## src/rtl/stark_chkpt_pool_pkg.sv

```systemverilog
// Shared Stark rename-stage types and sizing constants used by the checkpoint pool.
package Stark_pkg;

   localparam int unsigned NCHKPT      = 16;
   localparam int unsigned ROB_ENTRIES = 32;
   localparam int unsigned CW          = $clog2(NCHKPT);
   localparam int unsigned NGRP        = ROB_ENTRIES / 4;

   localparam logic TRUE  = 1'b1;
   localparam logic FALSE = 1'b0;

   typedef logic [CW-1:0] checkpt_ndx_t;

   typedef struct packed {
      logic         v;
      logic         has_branch;
      logic         cndxv;
      checkpt_ndx_t cndx;
      logic [7:0]   sn;
      logic         done;
   } pipeline_group_hdr_t;

endpackage

```

## src/rtl/stark_chkpt_pool_freer.sv

```systemverilog
// Walks the pipeline group headers one per cycle and releases the checkpoint of each
// completed branch group exactly once per group occupancy.
module stark_chkpt_group_freer
   import Stark_pkg::*;
#(
   parameter int unsigned NG = NGRP
) (
   input  logic                      clk,
   input  logic                      rst,
   input  pipeline_group_hdr_t [NG-1:0] pgh,
   output logic                      free,
   output checkpt_ndx_t              chkpt,
   output logic [5:0]                chkpt_gndx
);

   localparam int unsigned GW = (NG > 1) ? $clog2(NG) : 1;

   logic [GW-1:0] ptr_q, ptr_d;
   logic [NG-1:0] freed_q, freed_d;
   logic          free_q, free_d;
   checkpt_ndx_t  chkpt_q, chkpt_d;
   logic [5:0]    gndx_q, gndx_d;
   logic          hit;

   always_comb begin
      hit = pgh[ptr_q].v & pgh[ptr_q].has_branch & pgh[ptr_q].cndxv &
            pgh[ptr_q].done & ~freed_q[ptr_q];
      ptr_d = (ptr_q == GW'(NG - 1)) ? '0 : ptr_q + 1'b1;
      // A group slot that goes invalid is re-armed so its next occupant can free again.
      freed_d = freed_q;
      for (int unsigned g = 0; g < NG; g++) begin
         if (!pgh[g].v) freed_d[g] = 1'b0;
      end
      if (hit) freed_d[ptr_q] = 1'b1;
      free_d  = hit;
      chkpt_d = hit ? pgh[ptr_q].cndx : chkpt_q;
      gndx_d  = hit ? 6'(ptr_q) : gndx_q;
   end

   always_ff @(posedge clk or negedge rst) begin
      if (!rst) begin
         ptr_q   <= '0;
         freed_q <= '0;
         free_q  <= 1'b0;
         chkpt_q <= '0;
         gndx_q  <= '0;
      end else begin
         ptr_q   <= ptr_d;
         freed_q <= freed_d;
         free_q  <= free_d;
         chkpt_q <= chkpt_d;
         gndx_q  <= gndx_d;
      end
   end

   assign free       = free_q;
   assign chkpt      = chkpt_q;
   assign chkpt_gndx = gndx_q;

endmodule

```

## src/rtl/stark_chkpt_pool.sv

```systemverilog
// Branch-checkpoint pool: free-slot bitmap, lowest-four encoder, stall and alloc/free update.
module stark_chkpt_pool
   import Stark_pkg::*;
#(
   parameter int unsigned NCHKPT      = Stark_pkg::NCHKPT,
   parameter int unsigned ROB_ENTRIES = Stark_pkg::ROB_ENTRIES,
   parameter int unsigned GROUP_ALLOC = 1
) (
   input  logic                                      clk,
   input  logic                                      rst,
   input  logic                                      alloc_chkpt,
   input  logic [3:0]                                br,
   output logic [3:0][$clog2(NCHKPT)-1:0]            chkptn,
   input  logic [3:0]                                free_chkpt_i,
   input  logic [3:0][$clog2(NCHKPT)-1:0]            fchkpt_i,
   input  logic [3:0]                                free_chkpt2,
   input  logic [3:0][$clog2(NCHKPT)-1:0]            fchkpt2,
   output logic                                      stall,
   input  pipeline_group_hdr_t [ROB_ENTRIES/4-1:0]   pgh,
   output logic                                      free,
   output logic [$clog2(NCHKPT)-1:0]                 chkpt,
   output logic [5:0]                                chkpt_gndx
);

   localparam int unsigned LCW = $clog2(NCHKPT);
   localparam logic [NCHKPT-1:0] AVAIL_RST = ~(NCHKPT'(1));

   logic [NCHKPT-1:0] avail_q, avail_d;
   logic [LCW:0]      nfree;
   logic [3:0]        alloc_mask;
   logic              fr_free;
   checkpt_ndx_t      fr_chkpt;

   stark_chkpt_group_freer #(.NG(ROB_ENTRIES / 4)) u_freer (
      .clk        (clk),
      .rst        (rst),
      .pgh        (pgh),
      .free       (fr_free),
      .chkpt      (fr_chkpt),
      .chkpt_gndx (chkpt_gndx)
   );

   assign free  = fr_free;
   assign chkpt = LCW'(fr_chkpt);

   always_comb begin
      chkptn = '0;
      nfree  = '0;
      for (int unsigned s = 0; s < NCHKPT; s++) begin
         if (avail_q[s]) begin
            if (nfree < 4) chkptn[nfree[1:0]] = LCW'(s);
            nfree = nfree + 1'b1;
         end
      end
   end

   assign stall      = (nfree < ((GROUP_ALLOC != 0) ? 1 : 4));
   assign alloc_mask = (GROUP_ALLOC != 0) ? 4'b0001 : br;

   // Allocations consume pre-edge chkptn; frees are applied afterwards so they win collisions.
   always_comb begin
      avail_d = avail_q;
      if (alloc_chkpt && !stall) begin
         for (int unsigned i = 0; i < 4; i++) begin
            if (alloc_mask[i] && ((LCW+1)'(i) < nfree)) avail_d[chkptn[i]] = 1'b0;
         end
      end
      for (int unsigned k = 0; k < 4; k++) begin
         if (free_chkpt_i[k]) avail_d[fchkpt_i[k]] = 1'b1;
         if (free_chkpt2[k])  avail_d[fchkpt2[k]]  = 1'b1;
      end
      if (fr_free) avail_d[LCW'(fr_chkpt)] = 1'b1;
   end

   always_ff @(posedge clk or negedge rst) begin
      if (!rst) avail_q <= AVAIL_RST;
      else      avail_q <= avail_d;
   end

endmodule

```

## config.mk

```make
export PLATFORM = sky130hd
export DESIGN_NAME = stark_chkpt_pool
export DESIGN_NICKNAME = d
export VERILOG_FILES = /design/src/rtl/stark_chkpt_pool_pkg.sv /design/src/rtl/stark_chkpt_pool_freer.sv /design/src/rtl/stark_chkpt_pool.sv
export SDC_FILE = /design/constraint.sdc
export NUM_CORES = 1
export LEC_CHECK = 0
export CORE_MARGIN = 5
export CORE_UTILIZATION = 49
export DETAILED_ROUTE_END_ITERATION = 10
export GPL_TIMING_DRIVEN = 0
export PLACE_DENSITY = 0.83
export RECOVER_POWER = 100
export SETUP_SLACK_MARGIN = 0.2
export SYNTH_ARGS = -nofsm -noshare
export SYNTH_HDL_FRONTEND = slang
export SYNTH_SLANG_ARGS = --single-unit
export TNS_END_PERCENT = 20
```

## constraint.sdc

```tcl
create_clock -name clk -period 16.6 [get_ports clk]
set_input_delay 3.32 -clock clk [delete_from_list [all_inputs] [get_ports clk]]
set_output_delay 3.32 -clock clk [all_outputs]
set_load 0.005 [all_outputs]
```

Yosys cells after proc, flatten, opt, wreduce, memory -nomap -nowiden
Index checks and enable logic that the tools add are counted.
{"block": "classes", "n_bitwise": 57, "reduce_logical": 28, "muxes": 123, "addsub": 16, "magnitude_cmp": 69, "n_eq_ne": 1}
{"operator": "$mux 16", "count": 40}
{"operator": "$or 16x16->16", "count": 10}
{"operator": "$demux 4 s2", "count": 15}
{"operator": "$add 5x1->5 const B", "count": 15}
{"operator": "$lt 5x3->1 const B", "count": 15}
{"operator": "$mux 5", "count": 15}
{"operator": "$mux 4", "count": 15}
{"operator": "$or 8x8->8", "count": 7}
{"operator": "$lt 4x5->1 const B", "count": 10}
{"operator": "$and 8x8->8", "count": 6}
{"operator": "$bmux 16 s3", "count": 1}
{"operator": "$not 8->8", "count": 6}
{"operator": "$or 12x12->12", "count": 4}
{"operator": "$lt 2x3->1 const B", "count": 15}
{"operator": "$demux 1 s4", "count": 10}
{"operator": "$ge 4x1->1 const B", "count": 10}
{"operator": "$not 12->12", "count": 3}
{"operator": "$ge 2x1->1 const B", "count": 15}
{"operator": "$logic_and 1x1->1", "count": 27}
{"operator": "$mux 13", "count": 2}
{"operator": "$and 12x12->12", "count": 2}
{"operator": "$mux 1", "count": 21}
{"operator": "$and 16x16->16", "count": 1}
{"operator": "$and 4x4->4", "count": 4}
{"operator": "17 further kinds", "count": 25}
{"block": "word_totals", "regBits": 35, "out_inout_bits": 28}

Logic depth before layout (Yosys ltp)
{"block": "depth", "ltp_word": 76, "mapped_depth": 57, "mapped_depth_nobuf": 57}

Modules after synthesis
A second synthesis with hierarchy kept.
{"block": "unflattened", "hier_cells": 847, "area_unflattened_um2": 6769.0}
{"mod": "stark_chkpt_pool", "seq_area_each_um2": 419.2, "cells_each": 749, "area_each_um2": 5536.6, "instances": 1}
{"mod": "stark_chkpt_group_freer", "seq_area_each_um2": 475.5, "cells_each": 98, "area_each_um2": 1232.4, "instances": 1}

Least setup slack after synthesis
OpenSTA, ideal clock, no wires.
{"block": "synth_path", "path_type": "register to output", "from": "reg avail_q[1]", "to": "out stall", "arrival_ns": 9.457, "path_buffers": 0, "path_stages_with_launch": 52, "required_ns": 13.280, "slack_ns": 3.823, "cell_sequence": "dfstp_2 fa_1 ha_1 nand2_1 o31ai_2 ha_1 nand2_1 o21ai_0 nor2_2 inv_1 ha_1 nor2b_1 nor2_1 ha_1 nand2_1 o21ai_0 ha_1 nand2_1 (+16 left out) inv_1 a21oi_1 ha_1 nand2_1 o21ai_0 ha_1 mux2i_1 inv_1 ha_1 nand2_1 o21ai_0 ha_1 nor2b_1 a221oi_1 a31oi_1 and4_1 a31oi_1 o21ai_1"}
{"block": "synth_via", "elab_chain_cells": 30}
{"item": "start: declaration", "line_no": "stark_chkpt_pool.sv:28", "text": "logic [NCHKPT-1:0] avail_q, avail_d;"}
{"item": "start signal: assignment", "line_no": "stark_chkpt_pool.sv:77", "text": "else avail_q <= avail_d;"}
{"item": "$mux 5 (*)", "line_no": "stark_chkpt_pool.sv:50", "text": "if (avail_q[s]) begin"}
{"item": "$add 5x1->5", "line_no": "stark_chkpt_pool.sv:52", "text": "nfree = nfree + 1'b1;"}
{"item": "$mux 5 (*)", "line_no": "stark_chkpt_pool.sv:50"}
{"item": "$add 5x1->5", "line_no": "stark_chkpt_pool.sv:52"}
{"item": "$mux 5 (*)", "line_no": "stark_chkpt_pool.sv:50"}
{"item": "$add 5x1->5", "line_no": "stark_chkpt_pool.sv:52"}
{"item": "$mux 5 (*)", "line_no": "stark_chkpt_pool.sv:50"}
{"item": "$add 5x1->5", "line_no": "stark_chkpt_pool.sv:52"}
{"item": "(+14 left out)"}
{"item": "$mux 5 (*)", "line_no": "stark_chkpt_pool.sv:50"}
{"item": "$add 5x1->5", "line_no": "stark_chkpt_pool.sv:52"}
{"item": "$mux 5 (*)", "line_no": "stark_chkpt_pool.sv:50"}
{"item": "$add 5x1->5", "line_no": "stark_chkpt_pool.sv:52"}
{"item": "$mux 5 (*)", "line_no": "stark_chkpt_pool.sv:50"}
{"item": "$add 5x1->5", "line_no": "stark_chkpt_pool.sv:52"}
{"item": "$mux 5 (*)", "line_no": "stark_chkpt_pool.sv:50"}
{"item": "$lt 5x1->1 (*)", "line_no": "stark_chkpt_pool.sv:57", "text": "assign stall = (nfree < ((GROUP_ALLOC != 0) ? 1 : 4));"}
{"item": "end: declaration", "line_no": "stark_chkpt_pool.sv:18", "text": "output logic stall,"}
Mark *: on every way between the ends. The rest lies on a longest branch, timed or not.

==> reports/results.txt <==
After routing the design area is 0.00832 mm^2. The share of final-layout standard cells stronger than drive strength 1 is 7.88%. TritonCTS built the clock tree. The first global-routing pass estimated 37100 um of wire. The portion of the post-synthesis area used by sequential elements came out at 13.4%. The critical path's largest stage delay was 0.60 ns. Yosys mapped a number of flops with a built-in enable equal to 0. The post-synthesis to final-layout area growth is 24.7%. Following the worst setup path forward leads to its endpoint at chkptn[3]. The instance count of the mapped netlist was 876.

The clock arrives with 0.00564 ns of skew. The critical-path maximum fanout came out at 8. STA classifies the critical path startpoint as a flip-flop. The tree built by TritonCTS fans out to 35 sinks. The final number of setup-violating endpoints is 0.

For the area of all sequential standard cells, the log shows 895 um^2. Data on the critical path arrives at its endpoint at 12.31 ns. Data on the critical path is required at its endpoint by 13.28 ns. During placement, the flow inserted port buffers numbering 129.

The run gives 64.0 MHz as the maximum clock rate. For the final number of hold-violating endpoints, the log shows 0. After detailed routing, the number of remaining DRC violations is 0. Global routing used 28.1% of the available tracks. The die width is 127 um. The logs give 2 for the depth of the CTS H-tree and 2 for the maximum buffer depth of the clock tree.

Summing every instance area after synthesis gives 0.00667 mm^2. Leaving out fill and tap cells, the most frequent cells in the layout are 109 x sky130_fd_sc_hd__clkdlybuf4s50_1, 106 x sky130_fd_sc_hd__nand2_1, 61 x sky130_fd_sc_hd__ha_1. Number of global-route vias before repair: 7251.

The predominant post-synthesis flop cell is sky130_fd_sc_hd__dfrtp_1. The row count was 42; the fraction of synthesis flops using an asynchronous set or reset pin was 100%. The placed wire-length estimate after detailed placement is 19500 um, and the number of pins exceeding their max-slew limit in the final report is 36.

The tools report the total of max-cap violations as 1. The worst path uses 94.2% of the clock period. The detail route stage leaves a number of antenna-violating nets equal to 0. In this run the post-CTS setup repair buffer count came out at 0.

The logs give 0.994 for the final estimated routing congestion in global placement and 0 for the synthesis warning total. The die covers 0.0161 mm^2. The core region is 0.0133 mm^2.

Average size of a mapped cell: 7.62 um^2. The initial antenna violation count was 0; the number of top-level pins was 203. The most frequent standard cell in the layout excluding fill and tap cells was sky130_fd_sc_hd__clkdlybuf4s50_1. For this block, the via count after detailed routing is 7623. Counting the buffers created by CTS gives 5.

Dividing the detail-routed wire length by the instance count gives 19.8 um. The start point of the critical path is avail_q[1]$_DFF_PN1_. The count of cell types in the netlist is 92. The overall overflow remaining after global route is 0, and the transition time at the pin with the least slew margin is 1.93 ns.

The min-delay analysis places its worst path in the category flip-flop to flip-flop. The via density per instance works out to 6.40. For the latest clock arrival within the worst-skew pair, the log shows 0.29 ns.

The multi-input combinational cells in the finished layout cover a total of 0.00546 mm^2. The slowest stage of the critical path belongs to the cell sky130_fd_sc_hd__dfstp_2. For the tightest slew margin relative to the limit, the log shows -28.8%. The most prevalent standard cell on the critical path is sky130_fd_sc_hd__ha_1.

Fill cells in the final layout number 1212. The final reports fail on capacitance limit, slew limit. The first-pass detailed-route iteration total came out at 7.

The tools report the root buffer cell as sky130_fd_sc_hd__clkbuf_16. The pin count of the biggest net entering global routing is 36. The number of antenna diodes in the final layout is 0. The worst path needs 15.63 ns of the cycle, external delays included.

The logs give 50.2% for the initial core utilization and 4.06 ns for the setup slack on the worst flop-to-flop path. The run finished, with violations left. The post-detailed-placement cell area came out at 0.00819 mm^2. In this run the critical register-to-register path is captured at avail_q[0]$_DFF_PN0_. The floorplan die height came out at 127 um. The worst register-to-register path begins at avail_q[1]$_DFF_PN1_. Setup repair after global routing left no endpoint under its margin. The detailed router finished its first iteration with 957 violations. The worst setup path is of the flip-flop to output port kind. The number of cell instances on the worst register-to-register path is 56.

Synthesis inferred 35 register bits. The clock transition at the registers of the reported paths is 0.06 ns. In the final design database the tool counted 1251 nets. For the aggregate negative setup slack, the log shows 0 ns. STA classifies the critical path endpoint as an output port. The final layout contains routed wiring with a total length of 23600 um.
-- worst max-delay path, delay by kind of cell, from the launching register on --
kind | cells | cell delay [ns]
AND/OR/NAND/NOR | 21 | 3.02
multiplexers | 1 | 0.47
buffers and inverters | 8 | 1.54
flip-flops | 1 | 0.60
XOR/XNOR | 1 | 0.15
adder cells (fa/ha/maj) | 13 | 4.10
AO/OA/AOI/OAI | 11 | 2.16
-- metal layers --
metal,wire length (um),part of all wire (%),global-route usage [%]
met5,0,0,0
met4,1100,4.6,11.4
met3,2220,9.4,6.85
met2,11400,48,50.6
met1,8930,38,31.7
-- area by class of cell --
class	instances	share of cell area, %
buffer	32	2.05
clock buffer	7	1.71
clock inverter	1	0.0602
inverter	39	1.76
multi-input combinational	772	65.6
sequential	35	10.8
tap	176	2.65
timing repair buffer	129	15.4
-- worst min path at each step --
stage	start	to	slack, ns	cells after the start
finish	u_freer.freed_q[1]$_DFF_PN0_	u_freer.freed_q[1]$_DFF_PN0_	0.48	2
global route	u_freer.freed_q[0]$_DFF_PN0_	u_freer.freed_q[0]$_DFF_PN0_	0.53	2
CTS	u_freer.freed_q[1]$_DFF_PN0_	u_freer.freed_q[1]$_DFF_PN0_	0.49	2
detailed placement	u_freer.freed_q[1]$_DFF_PN0_	u_freer.freed_q[1]$_DFF_PN0_	0.47	2
global placement	u_freer.freed_q[1]$_DFF_PN0_	u_freer.freed_q[1]$_DFF_PN0_	0.46	2
floorplan	u_freer.freed_q[1]$_DFF_PN0_	u_freer.freed_q[1]$_DFF_PN0_	0.44	2
-- sequential cells by signal, indices dropped and copies added, names as in the netlist --
name and cells:
u_freer.free 1, u_freer.freed_q 8, u_freer.chkpt 4, avail_q 16, u_freer.ptr_q 3, u_freer.chkpt_gndx 3
-- Yosys cell counts (all sizes together) (15+ instances only) --
cell type  number  share of area [%]
dfstp          15                5.9
nand3b         17                1.9
a21oi          44                3.3
and2           16                1.5
clkbuf         18                1.0
nor2           55                3.1
ha             61                 11
nand2b         30                2.8
xnor2          22                3.3
nor3           55                4.1
inv            39                2.2
nand3          43                3.3
o21ai          42                3.2
nand2         107                6.1
dfrtp          20                7.5
o211ai         15                1.7
o22ai          34                3.2
-- repair_timing --
item	in CTS	in global routing
resized for setup	0	1
endpoints found under the setup margin	0	1
hold buffers	0	0
-- through the flow --
stage	cells	hold slack, ns	setup slack, ns	utilization [%]
5_1_grt	1191	0.535	0.113	62.6
2_1_floorplan	878	0.442	3.82	-
3_5_place_dp	1183	0.466	1.56	61.6
4_1_cts	1191	0.488	1.24	62.7
3_3_place_gp	1183	0.464	1.74	61.6
6_report	1191	0.484	0.967	62.6
-- cell families after synthesis --
kind of cell	Yosys count	synth area share (%)
compound gates	238	24.6
xor+xnor	43	8.31
fa+ha+maj	63	11.9
buf+inv	71	4.74
flops	35	13.4
mux	23	5.25
other cells	1	0.0562
simple gates	402	31.7
Power is left out: the tool's default activity adds up to more than one toggle a clock period on the data nets, which glitch-free logic cannot reach.
